<file path="src/rtl/calc_op_sequencer.sv">
// rtl/calc_op_sequencer.sv - command sequencer and accumulator for the 32-bit calculator ALU
// Optional res_zero/res_neg flag outputs are enabled by defining CALC_SEQ_FLAGS_EN.
module calc_op_sequencer #(
  parameter int WIDTH = 32,
  parameter int RPT_W = 4
) (
  input  logic             clk,
  input  logic             rst,
  input  logic             cmd_valid,
  output logic             cmd_ready,
  input  logic [2:0]       cmd_opcode,
  input  logic [WIDTH-1:0] cmd_operand,
  input  logic             cmd_load,
  input  logic [RPT_W-1:0] cmd_rpt,
  output logic [2:0]       alu_opcode,
  output logic [WIDTH-1:0] alu_a,
  output logic [WIDTH-1:0] alu_b,
  input  logic [WIDTH-1:0] alu_y,
  input  logic             alu_cout,
  output logic             res_valid,
  input  logic             res_ready,
  output logic [WIDTH-1:0] res_data,
`ifdef CALC_SEQ_FLAGS_EN
  output logic             res_zero,
  output logic             res_neg,
`endif
  output logic             res_carry
);

  typedef enum logic [1:0] {
    S_IDLE = 2'd0,
    S_EXEC = 2'd1,
    S_DONE = 2'd2
  } state_t;

  localparam logic [2:0] OP_PASS = 3'd2;

  state_t             state_q, state_d;
  logic [WIDTH-1:0]   acc_q, acc_d;
  logic               carry_q, carry_d;
  logic [2:0]         op_q, op_d;
  logic [WIDTH-1:0]   operand_q, operand_d;
  logic [RPT_W-1:0]   cnt_q, cnt_d;
  logic               accept;
  logic               in_exec;

  assign accept  = cmd_valid && (state_q == S_IDLE);
  assign in_exec = (state_q == S_EXEC);

  always_ff @(posedge clk or posedge rst) begin
    if (rst) begin
      state_q <= S_IDLE;
    end else begin
      state_q <= state_d;
    end
  end

  always_comb begin
    state_d = state_q;
    case (state_q)
      S_IDLE: if (cmd_valid) state_d = cmd_load ? S_DONE : S_EXEC;
      S_EXEC: if (cnt_q == '0) state_d = S_DONE;
      S_DONE: if (res_ready) state_d = S_IDLE;
      default: state_d = S_IDLE;
    endcase
  end

  // Outside EXEC the ALU is parked on PASS with b=0 so its output just mirrors acc.
  always_comb begin
    cmd_ready  = (state_q == S_IDLE);
    res_valid  = (state_q == S_DONE);
    alu_opcode = in_exec ? op_q : OP_PASS;
    alu_b      = in_exec ? operand_q : '0;
  end

  assign alu_a     = acc_q;
  assign res_data  = acc_q;
  assign res_carry = carry_q;

  always_comb begin
    acc_d     = acc_q;
    carry_d   = carry_q;
    op_d      = op_q;
    operand_d = operand_q;
    cnt_d     = cnt_q;
    if (accept) begin
      op_d      = cmd_opcode;
      operand_d = cmd_operand;
      cnt_d     = cmd_rpt;
      if (cmd_load) begin
        acc_d   = cmd_operand;
        carry_d = 1'b0;
      end
    end else if (in_exec) begin
      acc_d = alu_y;
      // Only the arithmetic ops (DEC/ADD/SUB/INC, opcode MSB set) drive a meaningful Cout.
      if (op_q[2]) carry_d = alu_cout;
      if (cnt_q != '0) cnt_d = cnt_q - {{(RPT_W-1){1'b0}}, 1'b1};
    end
  end

  always_ff @(posedge clk or posedge rst) begin
    if (rst) begin
      acc_q     <= '0;
      carry_q   <= 1'b0;
      op_q      <= 3'd0;
      operand_q <= '0;
      cnt_q     <= '0;
    end else begin
      acc_q     <= acc_d;
      carry_q   <= carry_d;
      op_q      <= op_d;
      operand_q <= operand_d;
      cnt_q     <= cnt_d;
    end
  end

`ifdef CALC_SEQ_FLAGS_EN
  logic zero_q, neg_q;

  always_ff @(posedge clk or posedge rst) begin
    if (rst) begin
      zero_q <= 1'b0;
      neg_q  <= 1'b0;
    end else if (accept || in_exec) begin
      zero_q <= (acc_d == '0);
      neg_q  <= acc_d[WIDTH-1];
    end
  end

  assign res_zero = zero_q;
  assign res_neg  = neg_q;
`endif

endmodule

</file>
<file path="config.mk">
export PLATFORM = sky130hd
export DESIGN_NAME = calc_op_sequencer
export DESIGN_NICKNAME = d
export VERILOG_FILES = /design/src/rtl/calc_op_sequencer.sv
export SDC_FILE = /design/constraint.sdc
export NUM_CORES = 1
export LEC_CHECK = 0
export CORE_AREA = 5 5 121 89
export DETAILED_ROUTE_END_ITERATION = 10
export DIE_AREA = 0 0 126 94
export PLACE_DENSITY = 0.8
export RECOVER_POWER = 100
export SLEW_MARGIN = 20
export SYNTH_ARGS = -nofsm -noshare
export SYNTH_HDL_FRONTEND = slang
export SYNTH_SLANG_ARGS = --single-unit
</file>
<file path="constraint.sdc">
create_clock -name clk -period 3.2 [get_ports clk]
set_input_delay 0.64 -clock clk [delete_from_list [all_inputs] [get_ports clk]]
set_output_delay 0.64 -clock clk [all_outputs]
set_load 0.005 [all_outputs]
</file>
Word-level counts from Yosys, hierarchy flattened
Index checks and enable logic that the tools add are counted.
Operators by class
  add/sub/neg operators: 1
  eq/ne operators: 6
  muxes and demuxes: 17
  reduce and logical (&&, ||, !) cells: 11
Operators with widths (count)
  $mux W32: 4
  $mux W4: 3
  $mux W2: 4
  $pmux W2 S3: 1
  $reduce_and A3 Y1: 2
  $reduce_bool A2 Y1: 3
  $logic_not A4 Y1: 1
  $mux W1: 4
  $ne A2 B1 Y1 const B: 2
  $ne A2 B2 Y1 const B: 2
  $reduce_and A2 Y1: 2
  $reduce_bool A4 Y1: 1
  $sub A4 B1 Y4 const B: 1
  $mux W3: 1
  $eq A2 B1 Y1 const B: 1
  $eq A2 B2 Y1 const B: 1
  $logic_not A2 Y1: 1
  $logic_and A1 B1 Y1: 1
Storage, ports and cells
  flip-flop bits (word level): 74
  bits of input ports: 77
  output and inout port bits: 102
  logic and storage cells: 41

Depth between registers and ports, before layout
Gate-level depths: netlist (run 1).
  word-level depth: 4
  mapped depth: 6
  mapped depth without buffers: 5

Worst setup path after synthesis (run 1)
Ideal clock, no wire load.
  path kind: input-to-reg
  start: input port cmd_valid
  end: register acc_q[5] (netlist: alu_a[5])
  setup time: 0.125 ns
  data arrival time: 1.827 ns
  data required time: 3.075 ns
  slack: 1.248 ns
  stages on the path: 5
  path buffers: 2
  path through: or3b_1 buf_6 buf_8 mux2_4 mux2_4
Between the ends
  longest elaborated chain between the ends: 3
  elaborated cells between the ends (all ways): 5
  those cells by class: eq/ne: 1; mux: 1; reduce/logical: 3
Ends and longest elaborated chain
  from (decl): line 9  | input logic cmd_valid,
  $logic_and A1 B1 Y1 (*): line 47  | assign accept = cmd_valid && (state_q == S_IDLE);
  $ne A2 B2 Y1 (no line) or $reduce_bool A2 Y1 (tied branches)
  $reduce_and A2 Y1 (no line)
  to (signal assigned): line 104  | acc_q <= '0;
  to (signal assigned): line 110  | acc_q <= acc_d;
  to (decl): line 39  | logic [WIDTH-1:0] acc_q, acc_d;
Every way passes the cells marked *; elsewhere a longest branch is shown, timed or not.
A chain may end at the register's enable or synchronous reset.

Final worst setup path (run 1)
  start: input port cmd_valid
  end: register acc_q[17] (netlist: alu_a[17])
Same word-level chain as after synthesis.

==> out/metrics.cfg, run 1 <==
[status]
outcome=finished with violations
violations=max-capacitance violations, max-slew violations

[die]
die_h_um=94
core_um2=9460
start_util_pct=40.8
std_cell_rows=30
die_x_um=126
io_pins=179
die_area_um2=11800

[drt]
post_drt_wl_per_cell_um=16.2
ant_nets=0
first_pass_iters=4
routed_via_density=4.74
wirelength_mm=10.4
drt_iter0_markers=50
drc=0
route.vias.total=3054

[synthesis]
synth-seq-cells=74
avgSynthCellArea_um2=10.6
yosys_warnings=0
syn-num-nets=444
seq_area_frac_synth_pct=47.9
syn_inst=366
syn_area_um2=3860
synth_cell_types=31

[clocking]
cts_tree=done
cts_buffers=9
cts.path.max_buffers=2
clock_latency_ps=320
cts_sinks=74
post_cts_buffers=0
hold_buffers=0
path_clk_slew_ps=60
cts-root-buf=clkbuf_16
ctsHtreeMaxLevel=3
cts-resized-gates=0

[pwr]
total_power_w=0.00521
powerDensity_nw_per_um2=892
vdd_drop_max_v=0.000533
cellLeakagePower_nw=2.68

[global_routing]
grt_max_degree=75
grt_usage_pct=18.3
grt_pass1_wl_mm=17.3
grt_pass1_vias=3293
antenna_found_initial=0
grt-ovfl-total=0

[critical_path]
reg2reg_from=state_q[1]
crit_type=in2reg
worstReg2RegEnd=alu_a[17]
cp-start-kind=primary input
path_max_fanout=31
worst_r2r_path_depth=4
worst_ep_required_time_ps=3410
cp-end-kind=register
arrival_ps=3100
r2r_setup_slack_ps=670

[placed_design]
post-place-cells=629
io_buffer_count=178
hpwlAfterDp_mm=7.78
gp_congestion=0.817

[sta]
hold_viol_final=0
clock_skew_ps=5.00
slew_headroom_pct=-22.0
worstMarginPinSlew_ps=1830
rsz0062_at_grt=false
period_needed_ps=2890
hold_ws_ps=462
fmax_mhz=346
drv_slew=75
setup_viol=0
tns_ps=0
min_period_over_period_pct=90.3

[layout]
multiInputGateArea_um2=1610
drive_gt1_share_pct=14.7
fin_cells=644
fillers=778
ff_latch_area_um2=1850
postLayoutCoreUtil_pct=61.7
fin_nets=590
areaGrowthSynthToFinish_pct=51.2
diodes=0

[hold_path]
hold_depth=2
min_to=operand_q[23]
hp-start=operand_q[23]
min-delay-path-class=reg2reg

[job]
maxCapViolCount=1

## how the worst max path moves through the flow
stage               startpoint   endpoint  slack, ps
floorplan                  rst   alu_a[0]        680
global route         cmd_valid  alu_a[17]        220
detailed placement   cmd_valid   alu_a[9]        650
global placement     cmd_valid   alu_a[1]        680
CTS                 state_q[0]   alu_b[2]        520
finish               cmd_valid  alu_a[17]        310
## cell usage after synthesis (all sizes together)
library cell,instances,area (µm²)
o21ai,4,20.0
nor2b,2,12.5
or3,1,6.26
ha,1,12.5
buf,40,302
mux2,64,826
nor3b,2,15.0
and2,33,206
o211ai,1,7.51
nand3b,1,7.51
nand2b,2,12.5
dfrtp,74,1850
or3b,2,17.5
nor4,1,6.26
clkbuf,11,41.3
mux2i,1,10.0
a21oi,1,5.00
inv,5,18.8
nand3,1,5.00
nand4b,1,8.76
nor2,4,15.0
and3b,1,8.76
nand2,107,402
a22o,3,26.3
a31oi,3,18.8
## power breakdown
group          leakage [nW]  internal (W)  switching, W  total, W
Clock                 0.175      0.000833      0.000366   0.00120
Combinational          1.61       0.00138      0.000921   0.00230
Sequential            0.892       0.00140      0.000306   0.00171
## placed cells by master, fill, tap and decap left out, types with 2 or more instances in the layout
cell type	count
clkinv_2	2
o21ai_0	4
dlygate4sd3_1	90
nor2b_1	2
mux2_1	14
and2_0	11
dfrtp_1	74
inv_1	4
mux2_4	14
nor2_1	3
clkbuf_16	9
a22o_1	3
nand2_1	107
clkdlybuf4s50_1	88
clkbuf_2	3
and2_1	22
bufinv_16	4
a31oi_1	3
buf_4	3
nand2b_1	2
mux2_2	36
## cell families after synthesis
| logic type | after synthesis | share of synthesized area, % |
|---|---|---|
| AOI/OAI and AO/OA | 12 | 2.01 |
| adders and majority gates | 1 | 0.324 |
| buffers and inverters | 56 | 9.36 |
| DFF | 74 | 47.9 |
| muxes | 65 | 21.6 |
| and+or+nand+nor | 158 | 18.7 |
## registers in the layout, indices dropped and copies added (netlist names)
| register | count |
|---|---|
| alu_a | 32 |
| state_q | 2 |
| cnt_q | 4 |
| operand_q | 32 |
| res_carry | 1 |
| op_q | 3 |
## through the flow
step	cell area [µm²]	worst slack (ps)
6_report	5840	311
5_1_grt	5840	223
4_1_cts	5930	523
3_5_place_dp	5580	650
3_3_place_gp	5580	684
2_1_floorplan	3860	678
## critical path, stage by stage
cell and delay, ps:
dlygate4sd3_1 560, or3b_1 550, clkbuf_2 660, mux2_2 410
mux2_2 260
## final cells by class
| cell class | count | share of cell area (%) |
|---|---|---|
| flip-flops and latches | 74 | 31.7 |
| clock inverters | 6 | 2.23 |
| multi-input cells | 236 | 27.6 |
| repair buffers | 186 | 31.6 |
| inverters | 5 | 0.343 |
| well taps | 128 | 2.74 |
| clock buffers | 9 | 3.86 |
## per-layer routing
metal / vias to the layer above / wire length (µm) / GRT usage, %
li1: 1452 / - / -
met3: 11 / 1040 / 8.41
met4: 0 / 65 / 3.13
met2: 132 / 4890 / 30.0
met5: - / 0 / 0
met1: 1459 / 4400 / 22.5
(Power assumes the default switching activity.)
==> run 2: changes to the inputs <==
PLACE_DENSITY = 0.88   (was 0.8)
==> out/metrics.cfg, run 2 (synthesis results as in run 1) <==
[clocking]
clock_latency_ps=320  ; about the same
hold_buffers=0  ; unchanged
cts.path.max_buffers=2  ; unchanged
post_cts_buffers=0  ; unchanged
cts-root-buf=clkbuf_16
path_clk_slew_ps=60  ; about the same
ctsHtreeMaxLevel=3  ; unchanged
cts_buffers=9  ; unchanged
cts-resized-gates=0  ; unchanged
cts_tree=done
cts_sinks=74  ; unchanged

[pwr]
p_int_w=0.00334  ; -7.6%
seqPwrFrac_pct=34.6  ; +1.8 points
power_switching_w=0.00160  ; +0.26%
switching_share_pct=32.4  ; +1.8 points
cellLeakagePower_nw=2.63  ; -1.8%
p_clk_share_pct=18.7  ; -4.3 points
vdd_drop_max_v=0.000469  ; -12%
powerDensity_nw_per_um2=861  ; -3.5%
p_comb_share_pct=46.7  ; +2.6 points

[critical_path]
worstReg2RegEnd=alu_a[1]
worst_ep_required_time_ps=3400  ; about the same
reg2reg_from=state_q[0]
r2r_setup_slack_ps=650  ; -20 ps
endpoint=alu_a[1]
arrival_ps=3110  ; about the same
startpoint=cmd_load
cp-start-kind=primary input
cp-end-kind=register
crit_type=in2reg
worst_r2r_path_depth=4  ; unchanged
path_max_fanout=13  ; -58%

[drt]
drt_iter0_markers=112  ; +120%
post_drt_wl_per_cell_um=16.6  ; +2.9%
ant_nets=0  ; unchanged
route.vias.total=3087  ; +1.1%
routed_via_density=4.80  ; +1.2%
first_pass_iters=4  ; unchanged
wirelength_mm=10.7  ; +2.8%
drc=0  ; unchanged

[layout]
ff_latch_area_um2=1850  ; unchanged
mostFrequentLayoutCells=nand2_1 (107), clkdlybuf4s50_1 (93), dlygate4sd3_1 (85)
fillers=774  ; -0.51%
drive_gt1_share_pct=14.8  ; +0.029 points
multiInputGateArea_um2=1610  ; about the same
diodes=0  ; unchanged
fin_nets=589  ; -0.17%
areaGrowthSynthToFinish_pct=48.5
final_common_cell=nand2_1
stdcell_area_um2=5740  ; -1.8%

[sta]
worstMarginPinSlew_ps=1510  ; -319 ps
period_needed_ps=2910  ; +18.9 ps
rsz0062_at_grt=false
hold_ws_ps=465  ; +3.08 ps
fmax_mhz=344  ; -0.65%
hold_viol_final=0  ; unchanged
min_period_over_period_pct=90.9  ; +0.59 points
slew_headroom_pct=-1.10  ; +21 points
clock_skew_ps=3.53  ; -1.48 ps
tns_ps=0  ; unchanged
setup_viol=0  ; unchanged
drv_slew=14  ; -81%

[job]
maxCapViolCount=1  ; unchanged

[global_routing]
grt_usage_pct=18.5  ; +0.19 points
antenna_found_initial=0  ; unchanged
grt_max_degree=75  ; unchanged
grt_pass1_vias=3461  ; +5.1%
grt-ovfl-total=0  ; unchanged
grt_pass1_wl_mm=17.5  ; +1.2%

[status]
outcome=finished with violations
violations=max-capacitance violations, max-slew violations

[die]
core_um2=9460  ; unchanged
die_area_um2=11800  ; unchanged
die_x_um=126  ; unchanged
die_h_um=94  ; unchanged
std_cell_rows=30  ; unchanged
io_pins=179  ; unchanged
start_util_pct=40.8  ; unchanged

[placed_design]
gp_congestion=0.840  ; +2.8%
hpwlAfterDp_mm=8.01  ; +3.0%
placed_area_um2=5540  ; -0.61%
io_buffer_count=178  ; unchanged

[hold_path]
min-delay-path-class=reg2reg

[run 2: layer usage]
metal | share of wire, % | vias to the layer above | global-route usage [%]
li1 | - | 1446 | -
met1 | 42 | 1485 | 22.3
met2 | 48 | 146 | 31.1
met3 | 9.2 | 10 | 7.22
met4 | 0.88 | 0 | 4.64
met5 | 0 | - | 0
[run 2: cell type report]
| cell class | count | share of cell area [%] |
|---|---|---|
| Timing Repair Buffer | 185 | 31.8 |
| Clock buffer | 12 | 4.47 |
| Sequential cell | 74 | 32.3 |
| Inverter | 5 | 0.327 |
| Multi-Input combinational cell | 236 | 28.1 |
| Tap cell | 128 | 2.79 |
| Clock inverter | 3 | 0.262 |
[run 2: worst max-delay path, stage by stage]
cell	delay (ps)
clkdlybuf4s50_1	490
a21oi_1	80
nor2_1	1120
buf_4	400
mux2_1	360
[run 2: power by group through the flow]
stage	Clock [W]	Combinational, W	Sequential, W
final	0.000922	0.00231	0.00171
after CTS	0.000954	0.00263	0.00174
after global routing	0.000994	0.00253	0.00178
after detailed placement	0	0.00262	0.00174
after floorplan	0	0.00148	0.00167
after global placement	0	0.00255	0.00171
[run 2: worst min path at each step]
stage                             start  slack (ps)             to  depth (start not counted)
after floorplan                 op_q[1]         440        op_q[1]                          2
after detailed placement  operand_q[31]         450  operand_q[31]                          2
after global placement    operand_q[11]         450  operand_q[11]                          2
after global routing       operand_q[8]         490   operand_q[8]                          2
after CTS                 operand_q[14]         470  operand_q[14]                          2
final                     operand_q[31]         470  operand_q[31]                          2
[run 2: stage by stage]
stage | utilization [%] | std cells | setup slack, ps | power [W]
after floorplan | - | 366 | 678 | 0.00316
after global placement | 58.6 | 628 | 363 | 0.00427
after detailed placement | 58.6 | 628 | 329 | 0.00436
after CTS | 61.5 | 643 | 491 | 0.00532
after global routing | 60.6 | 643 | 209 | 0.00530
final | 60.6 | 643 | 293 | 0.00494
==> run 3: changes to the inputs <==
ABC_CLOCK_PERIOD_IN_PS = 3200   (was unset)
SLEW_MARGIN = 25   (was 20)
==> out/metrics.cfg, run 3 (synthesis results as in run 1) <==
[critical_path]
cp-start-kind=primary input
slowest_delay_ps=1150  ; +30 ps
endpoint=alu_a[1]
worst_r2r_path_depth=4  ; unchanged
worstReg2RegEnd=alu_a[1]
critPathSlowestCell=nor2_1
cp_cell_sequence=clkdlybuf4s50_1 > a21oi_1 > nor2_1 > buf_4 > mux2_4
reg2reg_from=state_q[0]
crit_family=simple AND/OR/NAND/NOR gates
path_max_fanout=13  ; unchanged
r2r_setup_slack_ps=630  ; -20 ps
cp-end-kind=register
path_buf_inv=2  ; unchanged
startpoint=cmd_load
crit_type=in2reg
worst_ep_required_time_ps=3410  ; about the same
arrival_ps=3130  ; +20 ps
path_depth=5  ; unchanged

[pwr]
cellLeakagePower_nw=2.67  ; +1.4%
vdd_drop_max_v=0.000460  ; -2.0%
powerDensity_nw_per_um2=868  ; +0.88%

[drt]
ant_nets=0  ; unchanged
routed_via_density=4.79  ; -0.25%
route.vias.total=3084  ; -0.097%
post_drt_wl_per_cell_um=16.5  ; -0.45%
drt_iter0_markers=87  ; -22%
wirelength_mm=10.7  ; -0.30%
drc=0  ; unchanged
first_pass_iters=4  ; unchanged

[layout]
diodes=0  ; unchanged
postLayoutCoreUtil_pct=61.2  ; +0.56 points
fin_nets=590  ; +0.17%
areaGrowthSynthToFinish_pct=49.9
drive_gt1_share_pct=16.1  ; +1.3 points
mostFrequentLayoutCells=nand2_1 (107), clkdlybuf4s50_1 (93), dlygate4sd3_1 (85)
final_common_cell=nand2_1
fin_cells=644  ; +0.16%

[sta]
clock_skew_ps=2.73  ; -0.799 ps
worstMarginPinSlew_ps=1540  ; +33.1 ps
hold_ws_ps=466  ; +0.501 ps
fmax_mhz=342  ; -0.48%
min_period_over_period_pct=91.3  ; +0.44 points
rsz0062_at_grt=false
hold_viol_final=0  ; unchanged
period_needed_ps=2920  ; +13.9 ps
drv_slew=14  ; unchanged
setup_viol=0  ; unchanged
slew_headroom_pct=-3.31  ; -2.2 points
tns_ps=0  ; unchanged

[die]
io_pins=179  ; unchanged
core_um2=9460  ; unchanged
std_cell_rows=30  ; unchanged
die_x_um=126  ; unchanged
die_h_um=94  ; unchanged
start_util_pct=40.8  ; unchanged
die_area_um2=11800  ; unchanged

[global_routing]
grt_usage_pct=18.5  ; unchanged
grt_pass1_wl_mm=17.5  ; unchanged
grt_max_degree=75  ; unchanged
grt_pass1_vias=3461  ; unchanged
antenna_found_initial=0  ; unchanged
grt-ovfl-total=0  ; unchanged

[clocking]
clock_latency_ps=330  ; about the same
cts-root-buf=clkbuf_16
hold_buffers=0  ; unchanged
cts-resized-gates=0  ; unchanged
cts_sinks=74  ; unchanged
post_cts_buffers=0  ; unchanged
cts_buffers=9  ; unchanged
path_clk_slew_ps=60  ; about the same
cts.path.max_buffers=2  ; unchanged
ctsHtreeMaxLevel=3  ; unchanged
cts_tree=done

[hold_path]
min-delay-path-class=reg2reg
hp-start=operand_q[21]

[status]
outcome=finished with violations
violations=max-capacitance violations, max-slew violations

[placed_design]
gp_congestion=0.840  ; unchanged
post-place-cells=628  ; unchanged
io_buffer_count=178  ; unchanged
hpwlAfterDp_mm=8.01  ; unchanged

[job]
maxCapViolCount=1  ; unchanged

==> run 3: cell count changes in the layout (fill, tap and decap cells not counted), sizes merged <==
cell  before  now
buf        4    5
==> run 3: layout make-up <==
type                    instances  area (µm²)
fillers                       760        3670
multi-input cells             236        1640
inverters                       5        18.8
flip-flops and latches         74        1850
clock inverters                 3        15.0
well taps                     128         160
repair buffers                186        1840
clock buffers                  12         256
==> run 3: worst min-delay path by stage <==
stage	to	cells after the start	slack [ps]
after CTS	operand_q[14]	2	470
after global placement	operand_q[11]	2	450
after detailed placement	operand_q[31]	2	450
after global routing	operand_q[8]	2	490
final	operand_q[21]	2	470
after floorplan	op_q[1]	2	440
==> run 3: worst min-delay path: stages, from the launching register on <==
cell and delay, ps:
dfrtp_1 330, nand2_1 50, nand2_1 50
==> run 3: per-stage QoR <==
step / setup slack (ps) / cell area (µm²) / power [W]
floorplan: 678 / 3860 / 0.00316
global placement: 363 / 5540 / 0.00427
detailed placement: 329 / 5540 / 0.00436
CTS: 491 / 5820 / 0.00532
global route: 193 / 5790 / 0.00539
finish: 279 / 5790 / 0.00503
==> run 3: report_power, final <==
group | switching [W] | total [W] | internal [W]
clock | 0.000364 | 0.000922 | 0.000559
combinational | 0.000941 | 0.00239 | 0.00145
sequential | 0.000309 | 0.00171 | 0.00140
total | 0.00161 | 0.00503 | 0.00341
==> run 3: per-layer routing <==
metal	vias up	track usage, %	wire length (µm)
met5	-	0	0
met4	0	4.64	89
met1	1489	22.3	4540
li1	1443	-	-
met2	144	31.1	5060
met3	8	7.22	964
